### src/rtl/dadda_reduce_8x8.sv
// dadda_reduce_8x8: pipelined 8x8 partial-product reducer.
// 8 rows -> 4 rows -> 2 rows via two layers of 4:2 compressors, then a 16-bit CPA.
// Valid/ready handshake with a global stall; a sideband tag travels with each product.
// Optional macro DADDA_SELFCHECK_EN: behavioural reference sum piped alongside the data
// and compared at the output stage; a mismatch sets the sticky err flag.
module dadda_reduce_8x8 #(
    parameter int unsigned PIPE_MID = 1,
    parameter int unsigned TAG_W    = 4
) (
    input  logic              clk,
    input  logic              rst,
    input  logic              in_valid,
    output logic              in_ready,
    input  logic [7:0][7:0]   pp,
    input  logic [TAG_W-1:0]  in_tag,
    output logic              out_valid,
    input  logic              out_ready,
    output logic [15:0]       product,
    output logic [TAG_W-1:0]  out_tag,
    output logic              err
);

    // Row-wise 4:2 compressor: returns {carry_row, sum_row} with a + b + c + d == sum + carry
    // (mod 2^16). The internal carry chain runs from bit k to bit k+1.
    function automatic logic [31:0] compress42(input logic [15:0] a, input logic [15:0] b,
                                               input logic [15:0] c, input logic [15:0] d);
        logic [15:0] s;
        logic [15:0] cy;
        logic        cin;
        logic        t;
        logic        co;
        cin = 1'b0;
        for (int k = 0; k < 16; k++) begin
            t     = a[k] ^ b[k] ^ c[k];
            co    = (a[k] & b[k]) | (a[k] & c[k]) | (b[k] & c[k]);
            s[k]  = t ^ d[k] ^ cin;
            cy[k] = (t & d[k]) | (t & cin) | (d[k] & cin);
            cin   = co;
        end
        return {cy[14:0], 1'b0, s};
    endfunction

    logic                w_stall;
    logic                w_accept;
    logic                r_s1_v;
    logic [7:0][7:0]     r_s1_pp;
    logic [TAG_W-1:0]    r_s1_tag;
    logic [15:0]         w_rows [8];
    logic [15:0]         w_l1_s0, w_l1_c0, w_l1_s1, w_l1_c1;
    logic                w_s2_v;
    logic [15:0]         w_s2_r0, w_s2_r1, w_s2_r2, w_s2_r3;
    logic [TAG_W-1:0]    w_s2_tag;
    logic [15:0]         w_l2_s, w_l2_c, w_sum;
    logic                w_s3_load;
    logic                r_out_valid;
    logic [15:0]         r_product;
    logic [TAG_W-1:0]    r_out_tag;

    assign w_stall   = r_out_valid && !out_ready;
    assign in_ready  = !w_stall;
    assign w_accept  = in_valid && in_ready;
    assign out_valid = r_out_valid;
    assign product   = r_product;
    assign out_tag   = r_out_tag;

    // S1 valid: follows in_valid whenever the pipeline advances
    always_ff @(posedge clk) begin
        if (rst) begin
            r_s1_v <= 1'b0;
        end else if (!w_stall) begin
            r_s1_v <= in_valid;
        end
    end

    // S1 data: capture operands and tag on acceptance
    always_ff @(posedge clk) begin
        if (w_accept) begin
            r_s1_pp  <= pp;
            r_s1_tag <= in_tag;
        end
    end

    // First layer: rows 0-3 and rows 4-7 each compressed 4 -> 2
    always_comb begin
        for (int i = 0; i < 8; i++) begin
            w_rows[i] = {8'b0, r_s1_pp[i]} << i;
        end
        {w_l1_c0, w_l1_s0} = compress42(w_rows[0], w_rows[1], w_rows[2], w_rows[3]);
        {w_l1_c1, w_l1_s1} = compress42(w_rows[4], w_rows[5], w_rows[6], w_rows[7]);
    end

    if (PIPE_MID != 0) begin : g_mid
        logic             r_s2_v;
        logic [15:0]      r_s2_r0, r_s2_r1, r_s2_r2, r_s2_r3;
        logic [TAG_W-1:0] r_s2_tag;

        // S2 valid: advances with the global stall
        always_ff @(posedge clk) begin
            if (rst) begin
                r_s2_v <= 1'b0;
            end else if (!w_stall) begin
                r_s2_v <= r_s1_v;
            end
        end

        // S2 data: four intermediate rows plus tag
        always_ff @(posedge clk) begin
            if (!w_stall && r_s1_v) begin
                r_s2_r0  <= w_l1_s0;
                r_s2_r1  <= w_l1_c0;
                r_s2_r2  <= w_l1_s1;
                r_s2_r3  <= w_l1_c1;
                r_s2_tag <= r_s1_tag;
            end
        end

        assign w_s2_v   = r_s2_v;
        assign w_s2_r0  = r_s2_r0;
        assign w_s2_r1  = r_s2_r1;
        assign w_s2_r2  = r_s2_r2;
        assign w_s2_r3  = r_s2_r3;
        assign w_s2_tag = r_s2_tag;
    end else begin : g_nomid
        assign w_s2_v   = r_s1_v;
        assign w_s2_r0  = w_l1_s0;
        assign w_s2_r1  = w_l1_c0;
        assign w_s2_r2  = w_l1_s1;
        assign w_s2_r3  = w_l1_c1;
        assign w_s2_tag = r_s1_tag;
    end

    // Second layer 4 -> 2 followed by the carry-propagate adder
    always_comb begin
        {w_l2_c, w_l2_s} = compress42(w_s2_r0, w_s2_r1, w_s2_r2, w_s2_r3);
        w_sum            = w_l2_s + w_l2_c;
    end

    assign w_s3_load = !w_stall && w_s2_v;

    // S3: output valid, product and tag; product holds while the pipeline is empty
    always_ff @(posedge clk) begin
        if (rst) begin
            r_out_valid <= 1'b0;
            r_product   <= '0;
            r_out_tag   <= '0;
        end else if (!w_stall) begin
            r_out_valid <= w_s2_v;
            if (w_s2_v) begin
                r_product <= w_sum;
                r_out_tag <= w_s2_tag;
            end
        end
    end

`ifdef DADDA_SELFCHECK_EN
    logic [15:0] w_in_ref;
    logic [15:0] r_s1_ref;
    logic [15:0] w_s2_ref;
    logic        r_err;

    // Behavioural reference: plain weighted sum of the partial-product rows
    always_comb begin
        w_in_ref = '0;
        for (int i = 0; i < 8; i++) begin
            w_in_ref = w_in_ref + ({8'b0, pp[i]} << i);
        end
    end

    // Reference captured alongside S1 data
    always_ff @(posedge clk) begin
        if (w_accept) begin
            r_s1_ref <= w_in_ref;
        end
    end

    if (PIPE_MID != 0) begin : g_ref_mid
        logic [15:0] r_s2_ref;
        // Reference follows the S2 data register
        always_ff @(posedge clk) begin
            if (!w_stall && r_s1_v) begin
                r_s2_ref <= r_s1_ref;
            end
        end
        assign w_s2_ref = r_s2_ref;
    end else begin : g_ref_nomid
        assign w_s2_ref = r_s1_ref;
    end

    // Sticky error on any CPA/reference disagreement at S3 load
    always_ff @(posedge clk) begin
        if (rst) begin
            r_err <= 1'b0;
        end else if (w_s3_load && (w_sum != w_s2_ref)) begin
            r_err <= 1'b1;
        end
    end

    assign err = r_err;
`else
    assign err = 1'b0;
`endif

endmodule
### config.mk
export PLATFORM = sky130hd
export DESIGN_NAME = dadda_reduce_8x8
export DESIGN_NICKNAME = d
export VERILOG_FILES = /design/src/rtl/dadda_reduce_8x8.sv
export SDC_FILE = /design/constraint.sdc
export NUM_CORES = 1
export LEC_CHECK = 0
export CAP_MARGIN = 40
export CORE_MARGIN = 3
export CORE_UTILIZATION = 25
export DETAILED_ROUTE_END_ITERATION = 10
export SKIP_CTS_REPAIR_TIMING = 1
export SLEW_MARGIN = 15
export SYNTH_ARGS = -nofsm -noshare
export SYNTH_HDL_FRONTEND = slang
export SYNTH_SLANG_ARGS = --single-unit
### constraint.sdc
create_clock -name clk -period 4 [get_ports clk]
set_clock_uncertainty 0.05 [all_clocks]
set_input_delay 0.6 -clock clk [delete_from_list [all_inputs] [get_ports clk]]
set_output_delay 0.6 -clock clk [all_outputs]
set_load 0.01 [all_outputs]
==> results.yml, run 1 <==
run_status:
  outcome: "finished, final reports clean"
placed_design:
  hpwlAfterDp_mm: 7.37
  finalWeightedCongestion: 0.734
  io_buffer_count: 93
drt:
  drt-total-wl_mm: 9.74
  dr.max_layer_used: "met4"
  drt_iter0_drc: 117
  firstDrtPassIters: 4
  vias_per_cell: 3.91
  wl_met1_mm: 4.27
  vias: 2901
  drc_errors: 0
  met3_length_um: 512
  ant_nets: 0
  dr_wl_met2_mm: 4.83
  avgRoutedWirePerCell_um: 13.1
synthesis:
  synthXorXnorAreaFrac_pct: 1.25
  synth-compound-area-share_pct: 4.50
  synth.area.top_cells: "edfxtp_1 59%, fa_1 14%, dfxtp_1 8.2%, ha_1 5.2%, inv_1 2.4%"
  syn-instance-count: 342
  synthesis.nets: 476
  synth_cell_types: 36
  synth_edf_count: 110
  yosys.area_share.adder_pct: 19.1
  synthArstFlopShare_pct: 0
  synth_area_sq_um: 5590
  synth-simple-area-share_pct: 4.35
  synthMuxAreaShare_pct: 0.179
  netlist.area_leader.share_pct: 59.1
  syn_avg_cell_area_sq_um: 16.3
  yosysSeqAreaShare_pct: 67.4
  yosys.area.top_type: "edfxtp_1"
  synth_warnings: 0
  synth_top_family_by_area: "adder cells"
  synth_top_flop_cell: "edfxtp_1"
  synth_seq_cells: 133
grt:
  grt_max_degree: 42
  grt_use_total_pct: 8.72
  grt_pass1_vias: 3251
  grt_pass1_wl_mm: 16.0
  antenna_found_initial: 0
  grt_overflow: 0
critical_path:
  crit_type: "reg -> reg"
  cp.required_ps: 4270
  endpoint_kind: "register"
  crit_path_start_kind: "register"
  reg2reg_depth: 10
  critPathMaxFanout: 4
  arrival_ps: 3280
clock_network:
  cts_buffers: 17
  cts-root-buf: "clkbuf_16"
  htreeDepth: 4
  clk_path_buf_depth: 2
  clkTransAtPathRegs_ps: 60
  numClockSinks: 133
  tritoncts: "yes"
  insertion_delay_ps: 420
cells_and_area:
  multi_input_area_sq_um: 1650
  final_cell_mix: "110 x edfxtp_1, 93 x clkdlybuf4s50_1, 39 x fa_1"
  antenna_cells: 0
  area.growth.synth_to_final_pct: 33.8
  drive_above_1_share_pct: 9.09
  fill_cells: 2142
  nNetsFinal: 583
  fin_util_pct: 34.1
  final_common_cell: "edfxtp_1"
  register_area_sq_um: 3760
sta:
  worst_slew_pin_slew_ps: 698
  final_hold_viol_count: 0
  period_minus_slack_ps: 3010
  max_freq_ghz: 0.332
  finalCritPeriodShare_pct: 75.4
  rsz0062_at_grt: "false"
  setup_violations: 0
  finalMaxSlewViolations: 0
  slew_headroom_pct: 53.5
  setup_tns_ps: 0
  holdWs_ps: 369
die:
  die_h_um: 155
  start_util_pct: 25.5
  dieArea_sq_um: 24200
  core.rowCount: 54
  core_area_sq_um: 21900
  die_w_um: 155
  io_pins: 95
power:
  p_comb_share_pct: 16.1
  ir_worst_vdd_mv: 0.296
  p_switching_uw: 940
  sw_frac_of_total_pct: 24.9
  power_density_nw_per_um2: 505
  seq_power_share_pct: 43.9
  intPower_mw: 2.84
  leakagePower_nw: 2.76
  report.power.total_mw: 3.78
  p_clk_share_pct: 40.1
hold_path:
  hold_class: "reg -> reg"
  min_path_cells: 0
job:
  cap_violations: 0
## synth_stat cells, types with 2 or more instances
master and count:
dfxtp_1 23, ha_1 23, xnor2_1 2, inv_1 35
o31ai_1 3, edfxtp_1 110, xor2_1 6, fa_1 39
clkbuf_1 3, nand2_1 35, and2_1 4, a21oi_1 22
nand3_1 2, a21o_1 3, buf_2 5, nor2_1 6
a211oi_1 2
## worst max-delay path, stage by stage (launching register included)
cell and delay (ps):
edfxtp_1 390, fa_1 540, inv_1 50, fa_1 490
inv_1 40, ha_1 340, a21oi_1 250, o211ai_2 170
a221oi_2 300, xor2_1 100, o31ai_1 200
## power groups by stage
stage	clock network, mW	registers [mW]	logic [mW]
5_1_grt	1.62	1.67	0.702
3_5_place_dp	0	1.69	0.625
2_1_floorplan	0	1.69	0.384
3_3_place_gp	0	1.68	0.602
4_1_cts	1.56	1.66	0.629
6_report	1.51	1.66	0.606
## per-stage QoR
stage | std cells | setup slack [ps] | instance area (sq um)
2_1_floorplan | 342 | 1020 | 5590
3_3_place_gp | 707 | 1020 | 6830
3_5_place_dp | 710 | 971 | 6900
4_1_cts | 742 | 959 | 7470
5_1_grt | 742 | 766 | 7470
6_report | 742 | 986 | 7470
## metal layers
| layer | up-vias | track usage [%] |
|---|---|---|
| li1 | 1408 | - |
| met1 | 1413 | 10.2 |
| met2 | 73 | 14.5 |
| met3 | 7 | 3.09 |
| met4 | 0 | 3.63 |
| met5 | - | 0 |
## cell families after synthesis
| logic type | Yosys count |
|---|---|
| AND/OR/NAND/NOR | 54 |
| other | 1 |
| AO/OA/AOI/OAI | 39 |
| flip-flops | 133 |
| buffers and inverters | 44 |
| XOR/XNOR | 8 |
| adder cells (fa/ha/maj) | 62 |
| multiplexers | 1 |
## registers in the layout (all words and copies together), names as in the netlist, 4 cells and up
name / flops
product: 16
g_mid.r_s2_tag: 4
g_mid.r_s2_r1: 8
g_mid.r_s2_r3: 8
g_mid.r_s2_r2: 11
r_s1_tag: 4
g_mid.r_s2_r0: 11
out_tag: 4
r_s1_pp: 64
## worst paths after layout
check / end / from / slack, ps
worst min register to register: g_mid.r_s2_r2[4] / r_s1_pp[32] / 370
worst max-delay path: product[15] / g_mid.r_s2_r0[7] / 990
worst max register to register: product[15] / g_mid.r_s2_r0[7] / 990
worst min-delay path: g_mid.r_s2_r2[4] / r_s1_pp[32] / 370
## layout make-up
class	count	share of cell area, %
clock buffers	18	5.74
multi-input cells	165	22.1
well taps	280	4.69
clock inverters	14	1.99
flip-flops and latches	133	50.4
inverters	35	1.76
repair buffers	97	13.4
(Power assumes the default switching activity.)
==> inputs of run 2 (changes only) <==
clock period = 2.92 ns   (was 4 ns; I/O delays follow)
==> results.yml, run 2 (same netlist as run 1, synthesis figures left out) <==
grt:
  grt_pass1_vias: 3288
  grt_pass1_wl_mm: 16.5
  grt_max_degree: 44
  grt_use_total_pct: 9.02
  grt_overflow: 0
  antenna_found_initial: 0
sta:
  finalCritPeriodShare_pct: 97.0
  setup_tns_ps: 0
  setup_violations: 0
  period_minus_slack_ps: 2830
  final_hold_viol_count: 0
  worst_slew_pin_slew_ps: 572
  finalMaxSlewViolations: 0
  slew_headroom_pct: 61.8
  rsz0062_at_grt: "true"
  max_freq_ghz: 0.353
clock_network:
  insertion_delay_ps: 420
  cts_buffers: 17
  clk_path_buf_depth: 2
  htreeDepth: 4
  numClockSinks: 133
  tritoncts: "yes"
  clkTransAtPathRegs_ps: 60
  cts-root-buf: "clkbuf_16"
placed_design:
  hpwlAfterDp_mm: 7.39
  io_buffer_count: 93
  finalWeightedCongestion: 0.756
drt:
  avgRoutedWirePerCell_um: 13.5
  firstDrtPassIters: 4
  ant_nets: 0
  drt-total-wl_mm: 10.1
  drt_iter0_drc: 84
  drc_errors: 0
  vias: 2943
  vias_per_cell: 3.93
hold_path:
  min_path_cells: 0
  hold_class: "reg -> reg"
  worstHoldEndpoint: "g_mid.r_s2_r2[4]"
  holdCritStartpoint: "r_s1_pp[32]"
power:
  p_comb_share_pct: 19.1
  seq_power_share_pct: 42.0
  ir_worst_vdd_mv: 0.446
  p_clk_share_pct: 38.9
  p_switching_mw: 1.39
  power_density_nw_per_um2: 708
  intPower_mw: 4.02
  leakagePower_nw: 2.80
  sw_frac_of_total_pct: 25.7
critical_path:
  endpoint_kind: "register"
  reg2reg_to: "product[12]"
  slowest_stage: "fa_1"
  cp_slowest_stage_delay_ps: 540
  reg2reg_depth: 11
  crit_type: "reg -> reg"
  r2r_start: "g_mid.r_s2_r0[7]"
  arrival_ps: 3120
  reg2reg_slack_ps: 90
  crit_family: "adder cells"
  startpoint: "g_mid.r_s2_r0[7]"
  path_buf_inv: 3
  critPathMaxFanout: 3
  crit_path_start_kind: "register"
  cp.required_ps: 3200
  path_cells: "fa_1, inv_1, fa_1, inv_1, ha_4, o211ai_1, o21ai_2, buf_4, a21boi_2, xor2_1, o31ai_1"
cells_and_area:
  area.growth.synth_to_final_pct: 36.7
  final_common_cell: "edfxtp_1"
  nNetsFinal: 590
  largest_reg_flops: 64
  multi_input_area_sq_um: 1760
  largest_register: "r_s1_pp"
  final_cell_mix: "110 x edfxtp_1, 93 x clkdlybuf4s50_1, 38 x fa_1"
  fin_util_pct: 34.9
  fill_cells: 2122
  register_area_sq_um: 3760
  antenna_cells: 0
  drive_above_1_share_pct: 13.6
die:
  die_w_um: 155
  io_pins: 95
  die_h_um: 155
  core_area_sq_um: 21900
  dieArea_sq_um: 24200
  core.rowCount: 54
  start_util_pct: 25.5
run_status:
  outcome: "finished, final reports clean"
job:
  cap_violations: 0
-- run 2: changes by cell type in the layout (fill, tap and decap cells not counted), moves of 3 or more --
cell	delta
ha_1	-5
buf_4	+8
a21oi_1	-3
ha_4	+5
clkinv_4	+3
-- run 2: how the worst max path moves through the flow --
stage | endpoint | slack (ps) | cells after the start
2_1_floorplan | product[15] | 70 | 10
3_3_place_gp | product[15] | -4 | 11
3_5_place_dp | product[15] | -90 | 11
4_1_cts | product[15] | -110 | 11
5_1_grt | product[14] | -50 | 10
6_report | product[12] | 90 | 11
-- run 2: cell type report --
type / count / share of cell area [%]
clock inverters: 15 / 2.18
flip-flops and latches: 133 / 49.3
repair buffers: 104 / 13.6
multi-input cells: 165 / 23.0
clock buffers: 17 / 5.57
well taps: 280 / 4.59
inverters: 35 / 1.72
-- run 2: power by group through the flow --
stage / logic [mW] / registers [mW] / clock network [mW]
2_1_floorplan: 0.526 / 2.31 / 0
4_1_cts: 0.899 / 2.27 / 2.18
6_report: 1.04 / 2.27 / 2.10
3_5_place_dp: 0.892 / 2.31 / 0
5_1_grt: 1.16 / 2.28 / 2.27
3_3_place_gp: 0.869 / 2.31 / 0
-- run 2: metal layers --
metal	vias up	routed length (um)	GRT usage, %
met5	-	0	0
met4	0	166	4.00
met3	12	469	3.23
li1	1424	-	-
met2	87	5140	15.1
met1	1420	4340	10.4
-- run 2: stage by stage --
stage               hold slack (ps)  std cells  setup WS [ps]  instance area [sq um]  power [mW]
floorplan                       350        342           71.2                   5590        2.84
global placement                355        714          -3.68                   6910        3.17
detailed placement              360        714          -87.7                   6910        3.20
CTS                             374        746           -110                   7500        5.35
global route                    375        749          -52.3                   7630        5.71
finish                          370        749           86.4                   7630        5.41
